--- config.mk ---
export PLATFORM = sky130hd
export DESIGN_NAME = regfile_xy
export DESIGN_NICKNAME = d
export VERILOG_FILES = /design/src/rtl/cpu_pkg.sv /design/src/rtl/regfile_xy.sv
export SDC_FILE = /design/constraint.sdc
export NUM_CORES = 1
export LEC_CHECK = 0
export BUFFER_PORTS_ARGS = -buffer_cell sky130_fd_sc_hd__buf_2
export CAP_MARGIN = 20
export CORE_MARGIN = 2
export CORE_UTILIZATION = 49
export DETAILED_ROUTE_END_ITERATION = 8
export PLACE_DENSITY = 0.65
export SYNTH_ARGS = -nofsm -noshare
export SYNTH_HDL_FRONTEND = slang
export SYNTH_SLANG_ARGS = --single-unit
--- constraint.sdc ---
create_clock -name clk -period 1.9 [get_ports clk]
set_input_delay 0 -clock clk [delete_from_list [all_inputs] [get_ports clk]]
set_output_delay 0 -clock clk [all_outputs]
set_load 0.1 [all_outputs]
--- src/rtl/cpu_pkg.sv ---
// Shared datapath defaults and the register-file exchange state encoding.
package cpu_pkg;

    localparam int DW_DEF     = 8;
    localparam int NREG_DEF   = 4;
    localparam int IR_W_DEF   = 16;
    localparam int RX_LSB_DEF = 10;
    localparam int RY_LSB_DEF = 8;

    typedef enum logic [1:0] {
        IDLE = 2'd0,
        RD   = 2'd1,
        WR   = 2'd2
    } xchg_state_t;

endpackage

--- src/rtl/regfile_xy.sv ---
// NREG x DW register file: two IR-selected registered read ports with write
// bypass, one write port, and a two-cycle RX<->RY exchange sequenced by an FSM.
module regfile_xy
    import cpu_pkg::*;
#(
    parameter int DW     = DW_DEF,
    parameter int NREG   = NREG_DEF,
    parameter int IR_W   = IR_W_DEF,
    parameter int RX_LSB = RX_LSB_DEF,
    parameter int RY_LSB = RY_LSB_DEF,
    localparam int AW    = $clog2(NREG)
) (
    input  logic            clk,
    input  logic            rst,
    input  logic [IR_W-1:0] ir,
    input  logic            ir_valid,
    output logic            ir_ready,
    input  logic            wr_en,
    input  logic [AW-1:0]   wr_addr,
    input  logic [DW-1:0]   wr_data,
    output logic            wr_ready,
    input  logic            xchg_req,
    output logic            busy,
    output logic            xchg_done,
    output logic [DW-1:0]   rx_data,
    output logic [DW-1:0]   ry_data,
    output xchg_state_t     dbg_state
);

    // Handshake: ir_valid/wr_en/xchg_req are acted on only at an edge where
    // the matching ready (ir_ready/wr_ready, i.e. !busy) is high; nothing is queued.

    xchg_state_t   state_q, state_d;
    logic [DW-1:0] reg_q [NREG];
    logic [DW-1:0] reg_d [NREG];
    logic [AW-1:0] rx_sel_q, rx_sel_d, ry_sel_q, ry_sel_d;
    logic [DW-1:0] tmp_x_q, tmp_x_d, tmp_y_q, tmp_y_d;
    logic [DW-1:0] rx_data_q, rx_data_d, ry_data_q, ry_data_d;
    logic          done_q, done_d;
    logic          rx_ok, ry_ok;
    logic          unused_ir;

    assign unused_ir = ^ir;

    always_comb begin
        rx_ok = 1'b0;
        ry_ok = 1'b0;
        for (int i = 0; i < NREG; i++) begin
            if (rx_sel_q == AW'(i)) rx_ok = 1'b1;
            if (ry_sel_q == AW'(i)) ry_ok = 1'b1;
        end
    end

    always_comb begin
        state_d  = state_q;
        reg_d    = reg_q;
        rx_sel_d = rx_sel_q;
        ry_sel_d = ry_sel_q;
        tmp_x_d  = tmp_x_q;
        tmp_y_d  = tmp_y_q;
        done_d   = 1'b0;
        case (state_q)
            IDLE: begin
                if (ir_valid) begin
                    rx_sel_d = ir[RX_LSB +: AW];
                    ry_sel_d = ir[RY_LSB +: AW];
                end
                for (int i = 0; i < NREG; i++) begin
                    if (wr_en && wr_addr == AW'(i)) reg_d[i] = wr_data;
                end
                if (xchg_req) state_d = RD;
            end
            RD: begin
                tmp_x_d = '0;
                tmp_y_d = '0;
                for (int i = 0; i < NREG; i++) begin
                    if (rx_sel_q == AW'(i)) tmp_x_d = reg_q[i];
                    if (ry_sel_q == AW'(i)) tmp_y_d = reg_q[i];
                end
                state_d = WR;
            end
            WR: begin
                // An out-of-range select cancels the whole swap.
                if (rx_ok && ry_ok) begin
                    for (int i = 0; i < NREG; i++) begin
                        if (ry_sel_q == AW'(i)) reg_d[i] = tmp_x_q;
                        if (rx_sel_q == AW'(i)) reg_d[i] = tmp_y_q;
                    end
                end
                done_d  = 1'b1;
                state_d = IDLE;
            end
            default: state_d = IDLE;
        endcase
    end

    // Reading the next-state array gives bypass of same-edge writes for free.
    always_comb begin
        rx_data_d = '0;
        ry_data_d = '0;
        for (int i = 0; i < NREG; i++) begin
            if (rx_sel_d == AW'(i)) rx_data_d = reg_d[i];
            if (ry_sel_d == AW'(i)) ry_data_d = reg_d[i];
        end
    end

    always_ff @(posedge clk) begin
        if (rst) begin
            state_q   <= IDLE;
            for (int i = 0; i < NREG; i++) reg_q[i] <= '0;
            rx_sel_q  <= '0;
            ry_sel_q  <= '0;
            tmp_x_q   <= '0;
            tmp_y_q   <= '0;
            rx_data_q <= '0;
            ry_data_q <= '0;
            done_q    <= 1'b0;
        end else begin
            state_q   <= state_d;
            reg_q     <= reg_d;
            rx_sel_q  <= rx_sel_d;
            ry_sel_q  <= ry_sel_d;
            tmp_x_q   <= tmp_x_d;
            tmp_y_q   <= tmp_y_d;
            rx_data_q <= rx_data_d;
            ry_data_q <= ry_data_d;
            done_q    <= done_d;
        end
    end

    assign busy      = (state_q != IDLE);
    assign ir_ready  = !busy;
    assign wr_ready  = !busy;
    assign xchg_done = done_q;
    assign rx_data   = rx_data_q;
    assign ry_data   = ry_data_q;
    assign dbg_state = state_q;

endmodule

==> key figures, run 1 <==
Place
  – HPWL Detailed: 12500 um
  – Pre-CTS setup slack: -0.107 ns
  – RD Place Congestion: 0.976
  – Port Buffers: 40

Cells and area
  – Nets: ~660
  – # fillers: just under 800
  – FF+latch area: between 1000 and 1500 sq um
  – Fraction of layout cells with a size suffix above 1: between 30 and 40%
  – Multi-input gate area: slightly above 3000 sq um
  – Synth-to-layout area growth: 29.3%
  – Ant diodes: 0

STA
  – Final Hold Fails: 0
  – Worst-margin pin slew: 0.489 ns
  – Clock skew: 0.0119 ns
  – Final setup TNS: -0.0465 ns
  – # setup viols final: 1
  – RSZ-0062 raised after global routing: yes
  – F_max: just over 500 MHz
  – Period utilisation layout: 102%
  – Tmin final: 1.95 ns
  – Slew Limit Headroom: between 60% and 70%
  – PnR worst setup slack: -0.0465 ns
  – Max Slew Vio Count: 0

Clocking
  – Reg clk slew, reported paths: around 0.09 ns
  – Clock buffer count from CTS: 9
  – Clk_lat worst skew: 0.36 ns
  – CTS root buffer: clkbuf_8
  – Htree depth: 3
  – CTS tree: built
  – Max Root-Sink Buffers: 2
  – Clk sinks: 71

Min path
  – Hold Path Depth: 2
  – Hold path endpoint: rx_sel_q[0]
  – Worst min path class: primary input to flop
  – Min-delay src: rst

Drt
  – Routed Antenna Nets: 0
  – DR pass1 iterations: 5
  – DR vias/cell: ~6.6
  – DRC violations left: 0
  – Iter 0 DRT Violations: between 400 and 500
  – Vias: around 4900
  – Routed length per instance: 23.4 um
  – Drt total wl: 17400 um

Status
  – Violated checks: setup timing
  – Outcome: complete, but fails checks

Power
  – Pwr Total: roughly 4.4 mW
  – Static Leak: ~2.4 nW
  – Maximum VDD drop: 0.569 mV
  – Power per cell area: 746 nW/um^2

Worst setup path
  – CP Launch Type: flop
  – Worst path max stage delay: 0.41 ns
  – Worst endpoint required time: 2.13 ns
  – Cell mode on critical path: buf_4
  – CP max FO: 6
  – Reg2reg setup slack: -0.05 ns
  – CP endpoint kind: flop
  – Worst EP arrival: approximately 2.2 ns
  – Critical R2R Launch: dbg_state[0]
  – Crit Reg-Reg Endpoint: rx_data[6]
  – Crit-path slowest cell: dfxtp_4
  – Setup Crit Path Kind: flop to flop
  – Worst-path cell chain: buf_4 -> nand4bb_1 -> a32oi_1 -> o21ai_1 -> buf_4 -> buf_4 -> nor2_1 -> a211oi_2
  – Reg2Reg Depth: 8

Floorplan
  – Io pins: 53
  – Core ar.: just over 9000 sq um
  – Die W: between 100 and 150 um
  – Die height: slightly above 100 um
  – Die ar.: 10200 sq um
  – Cell Rows: 35
  – Initial Util: 50.1%

Logic synthesis
  – Synth Instances: roughly 530
  – Syn_nets: 558
  – Most used DFF post-synth: dfxtp_1
  – Asr flop ratio synth: 0%
  – Library cells used by synthesis: 70
  – Post-Syn Area: between 4000 and 5000 sq um
  – Yosys warns: 0
  – Mapped Avg Cell Area: slightly below 9 sq um
  – EDFF count, synth: 0
  – #FFs+latches synth: 71
  – Register area share after synthesis: around 30%

Global route
  – First-pass GRT wire length: about 26000 um
  – Largest net degree at the start of global routing: 21
  – GRT Resource Usage Total: 33.5%
  – Antenna violations before repair: 0
  – Vias in the first global route: ~4400
  – Total gr overflow: 0

Run
  – MaxCap Viol Count: 0
synth_stat cells (9+ instances only):
| library cell | count | area, sq um |
|---|---|---|
| nand3_1 | 9 | 45.0 |
| clkbuf_1 | 17 | 63.8 |
| mux2i_1 | 18 | 180 |
| o21ai_0 | 34 | 170 |
| and3b_1 | 10 | 87.6 |
| buf_2 | 22 | 110 |
| a22oi_1 | 11 | 82.6 |
| a32oi_1 | 9 | 78.8 |
| and2_1 | 16 | 100 |
| nand2_1 | 55 | 206 |
| a211oi_1 | 14 | 105 |
| nand3b_1 | 9 | 67.6 |
| dfxtp_1 | 71 | 1420 |
| mux4_2 | 16 | 360 |
| and3_1 | 10 | 62.6 |
| a21oi_1 | 27 | 135 |
| nor2_1 | 32 | 120 |
state kept, by name, summed over array words and instances (netlist names):
register	flops
dbg_state	2
reg_q	32
rx_data	8
rx_sel_q	2
ry_data	8
ry_sel_q	2
tmp_x_q	8
tmp_y_q	8
xchg_done	1
layer usage:
| layer | vias up | GRT usage [%] | part of all wire, % |
|---|---|---|---|
| met4 | 0 | 8.73 | 2.3 |
| met1 | 2365 | 49.5 | 44 |
| met2 | 319 | 49.5 | 44 |
| li1 | 2206 | - | - |
| met3 | 39 | 7.35 | 9.8 |
| met5 | - | 0 | 0 |
metrics by stage:
stage / hold WS [ns] / util [%] / instances / instance area [sq um]
after floorplan: 0.150 / - / 527 / 4650
after global placement: 0.282 / 58.5 / 711 / 5380
after detailed placement: 0.249 / 58.5 / 711 / 5380
after CTS: 0.00131 / 61.6 / 729 / 5670
after global routing: 0.00746 / 64.8 / 744 / 5960
final: 0.00766 / 64.8 / 744 / 5960
how the worst max path moves through the flow:
stage / startpoint / endpoint / slack, ns / depth (start not counted)
final: dbg_state[0] / rx_data[6] / -0.05 / 8
after global placement: rx_sel_q[0] / rx_data[3] / -0.11 / 5
after detailed placement: rx_sel_q[0] / rx_data[3] / -0.11 / 5
after global routing: dbg_state[0] / rx_data[6] / -0.11 / 8
after CTS: ry_sel_q[1] / ry_data[2] / 0.003 / 7
after floorplan: dbg_state[1] / ry_data[0] / -0.33 / 7
cell families after synthesis:
family	count (synthesis)	synth area share, %
simple gates	190	23.3
compound gates	177	28.0
flops	71	30.8
buf+inv	54	5.89
mux	35	12.0
critical path: cells and delay by family, from the launching register on:
kind | cells | cell delay (ns)
AO/OA/AOI/OAI | 3 | 0.50
buffers and inverters | 3 | 0.45
flip-flops | 1 | 0.41
AND/OR/NAND/NOR | 2 | 0.44
area by class of cell:
cell class | instances | share of cell area (%)
Multi-Input combinational cell | 402 | 52.1
Sequential cell | 71 | 24.1
Inverter | 7 | 0.504
Clock inverter | 6 | 1.22
Clock buffer | 10 | 2.50
Timing Repair Buffer | 137 | 17.3
Tap cell | 111 | 2.33
where the power goes:
| group | total (mW) | leakage [nW] | internal [mW] | switching (mW) |
|---|---|---|---|---|
| sequential | 1.65 | 0.582 | 1.57 | 0.0814 |
| combinational | 1.42 | 1.75 | 0.493 | 0.923 |
| clock | 1.38 | 0.109 | 0.701 | 0.676 |
| total | 4.45 | 2.44 | 2.77 | 1.68 |
cells in the final DEF, fill, tap and decap left out, types with 7 or more instances in the layout:
cell and count:
nor2_1 32, and3b_1 10, a21oi_1 25, nand2_1 53, clkbuf_8 9, buf_2 41, nand3_1 8, a22oi_1 7
nand3b_1 9, and2_1 16, a311oi_2 7, a211oi_1 12, mux2i_1 16, dfxtp_1 65, nor3_1 7, a21o_1 8
a32oi_1 8, and3_1 10, mux4_2 16, buf_4 80, o21ai_0 32, buf_6 7
timing repair:
item,in CTS,in global routing
endpoints found under the hold margin,2,0
pin swaps,2,15
hold buffers,2,0
setup endpoints to repair,11,19
buffers inserted,0,16
gates resized for setup,11,38
No activity file was read; power rests on OpenSTA's default activity.
==> run 2: changes to the inputs <==
CORE_ASPECT_RATIO = 1.25   (was default)
==> run 2 against run 1 <==
Against the previous run:
- the run ends with hold timing, setup timing left
- first-iteration DRC count is 27% lower
- register-to-register slack better by 0.03 ns
- clock power rose by 21%
- critical path type unchanged
==> key figures, run 2 (synthesized netlist as in run 1, its figures left out) <==
Cells and area
  – Fraction of layout cells with a size suffix above 1: 30.8% (-4.6 points)
  – Most common cell after layout, fill and taps aside: buf_4
  – Multi-input gate area: 3040 sq um (-2.1%)
  – Final cell count without fillers: 736 (-1.1%)
  – Max reg flops: 32 (unchanged)
  – Nets: 639 (-3.0%)
  – Final Cell Area: 5780 sq um (-3.1%)
  – FF+latch area: 1430 sq um (-0.26%)
  – Most frequent cells in the layout: 69 x buf_4, 66 x dfxtp_1, 54 x nand2_1
  – Synth-to-layout area growth: 25.3%
  – Largest Register: reg_q
  – Final core occ: 63.3% (-1.5 points)
  – Ant diodes: 0 (unchanged)
  – # fillers: 829 (+5.6%)

Global route
  – First-pass GRT wire length: 26300 um (+2.8%)
  – Vias in the first global route: 4808 (+10%)
  – GRT Resource Usage Total: 33.8% (+0.23 points)
  – Antenna violations before repair: 0 (unchanged)
  – Largest net degree at the start of global routing: 30 (+43%)
  – Total gr overflow: 0 (unchanged)

Worst setup path
  – Cell mode on critical path: buf_4
  – Worst EP arrival: 2.16 ns (-0.02 ns)
  – Crit-path slowest cell: dfxtp_2
  – Setup Crit Path Kind: flop to flop
  – Worst endpoint required time: 2.14 ns (about the same)
  – CP Launch Type: flop
  – CP endpoint: rx_data[0]
  – CP max FO: 16 (+10)
  – Worst-path cell chain: buf_4 -> and3_1 -> a211oi_1 -> o211ai_1 -> buf_4 -> o22ai_2 -> a2111oi_2
  – Reg2Reg Depth: 7 (-1)
  – Critical R2R Launch: ry_sel_q[1]
  – Worst path max stage delay: 0.42 ns (about the same)
  – Crit Reg-Reg Endpoint: rx_data[0]
  – Critical Path Start: ry_sel_q[1]
  – CP endpoint kind: flop
  – Reg2reg setup slack: -0.01 ns (+0.03 ns)

Floorplan
  – Die W: 90.8 um (-10%)
  – Initial Util: 50.5% (+0.39 points)
  – Die ar.: 10200 sq um (about the same)
  – Die height: 112 um (+11%)
  – Core ar.: 9130 sq um (-0.78%)
  – Cell Rows: 39 (+11%)
  – Io pins: 53 (unchanged)

Clocking
  – CTS tree: built
  – Max Root-Sink Buffers: 2 (unchanged)
  – Reg clk slew, reported paths: 0.06 ns (-0.03 ns)
  – Htree depth: 3 (unchanged)
  – CTS root buffer: clkbuf_16
  – Clock buffer count from CTS: 9 (unchanged)
  – Clk sinks: 71 (unchanged)
  – Clk_lat worst skew: 0.34 ns (-0.02 ns)

Drt
  – Routed length per instance: 23.5 um (+0.30%)
  – DR pass1 iterations: 5 (unchanged)
  – DR vias/cell: 6.65 (+0.35%)
  – DRC violations left: 0 (unchanged)
  – Vias: 4893 (-0.73%)
  – Drt total wl: 17300 um (-0.78%)
  – Routed Antenna Nets: 0 (unchanged)
  – Iter 0 DRT Violations: 349 (-27%)

STA
  – Final Hold Fails: 1 (+1)
  – PnR worst setup slack: -0.0120 ns (+0.0345 ns)
  – Final setup TNS: -0.0120 ns (+0.0345 ns)
  – WHS: -0.00313 ns (-0.0108 ns)
  – F_max: 523 MHz (+1.8%)
  – Max Slew Vio Count: 0 (unchanged)
  – # setup viols final: 1 (unchanged)
  – Worst-margin pin slew: 0.493 ns (+0.00442 ns)
  – Period utilisation layout: 101% (-1.8 points)
  – Clock skew: 0.00440 ns (-0.00749 ns)
  – Tmin final: 1.91 ns (-0.0345 ns)
  – RSZ-0062 raised after global routing: yes
  – Slew Limit Headroom: 67.3% (+0.15 points)

Status
  – Violated checks: hold timing, setup timing
  – Outcome: complete, but fails checks

Power
  – Static Leak: 2.34 nW (-4.3%)
  – Maximum VDD drop: 0.497 mV (-13%)
  – Pwr Total: 4.66 mW (+4.8%)
  – Power per cell area: 806 nW/um^2 (+8.2%)

Place
  – Dpl cells: 717 (+0.84%)
  – Port Buffers: 40 (unchanged)
  – Pre-CTS setup slack: -0.185 ns (-0.0780 ns)
  – HPWL Detailed: 12900 um (+3.3%)
  – RD Place Congestion: 0.966 (-0.96%)
  – DP Area: 5350 sq um (-0.56%)

Min path
  – Worst min path class: primary input to flop

Run
  – MaxCap Viol Count: 0 (unchanged)
==> run 2: changes by cell type in the layout (fill, tap and decap cells not counted), moves of 3 or more <==
cell / change
a22oi_1: +3
clkbuf_8: -9
clkbuf_16: +8
buf_6: -5
a22oi_2: -3
buf_4: -11
a311oi_2: -3
a221oi_2: +4
clkbuf_1: +4
==> run 2: critical path, delay by kind of cell (launching register included) <==
| kind | cells | cell delay, ns |
|---|---|---|
| compound gates | 4 | 0.77 |
| buf+inv | 2 | 0.44 |
| flops | 1 | 0.42 |
| simple gates | 1 | 0.18 |
==> run 2: area by class of cell <==
| cell class | count | share of cell area (%) |
|---|---|---|
| Timing Repair Buffer | 117 | 14.5 |
| Multi-Input combinational cell | 402 | 52.6 |
| Inverter | 7 | 0.519 |
| Sequential cell | 71 | 24.8 |
| Tap cell | 123 | 2.66 |
| Clock buffer | 13 | 4.16 |
| Clock inverter | 3 | 0.758 |
==> run 2: timing repair <==
item,CTS,global route
pin swaps,4,3
hold endpoints to repair,4,0
setup endpoints to repair,11,14
buffers inserted,1,0
resized for setup,11,16
hold buffers,2,0
==> run 2: layer usage <==
metal / global-route usage [%] / routed length [um] / vias up
li1: - / - / 2165
met1: 38.4 / 6430 / 2368
met2: 57.6 / 8550 / 276
met3: 5.10 / 1020 / 84
met4: 24.3 / 1270 / 0
met5: 0 / 0 / -
==> run 2: how the worst min path moves through the flow <==
stage | start | end | slack, ns | cells after the start
after floorplan | wr_data[2] | reg_q[2] | 0.15 | 2
after global placement | xchg_req | dbg_state[0] | 0.26 | 2
after detailed placement | xchg_req | dbg_state[0] | 0.25 | 2
after CTS | wr_data[1] | reg_q[25] | 0.03 | 3
after global routing | wr_data[1] | reg_q[25] | 0.005 | 3
final | wr_data[1] | reg_q[25] | -0.003 | 3
==> run 2: power breakdown <==
part           leakage, nW  total [mW]  internal, mW  switching, mW
registers            0.581        1.66          1.57         0.0803
logic                 1.62        1.34         0.440          0.900
clock network        0.138        1.67          1.02          0.648
total                 2.34        4.66          3.03           1.63
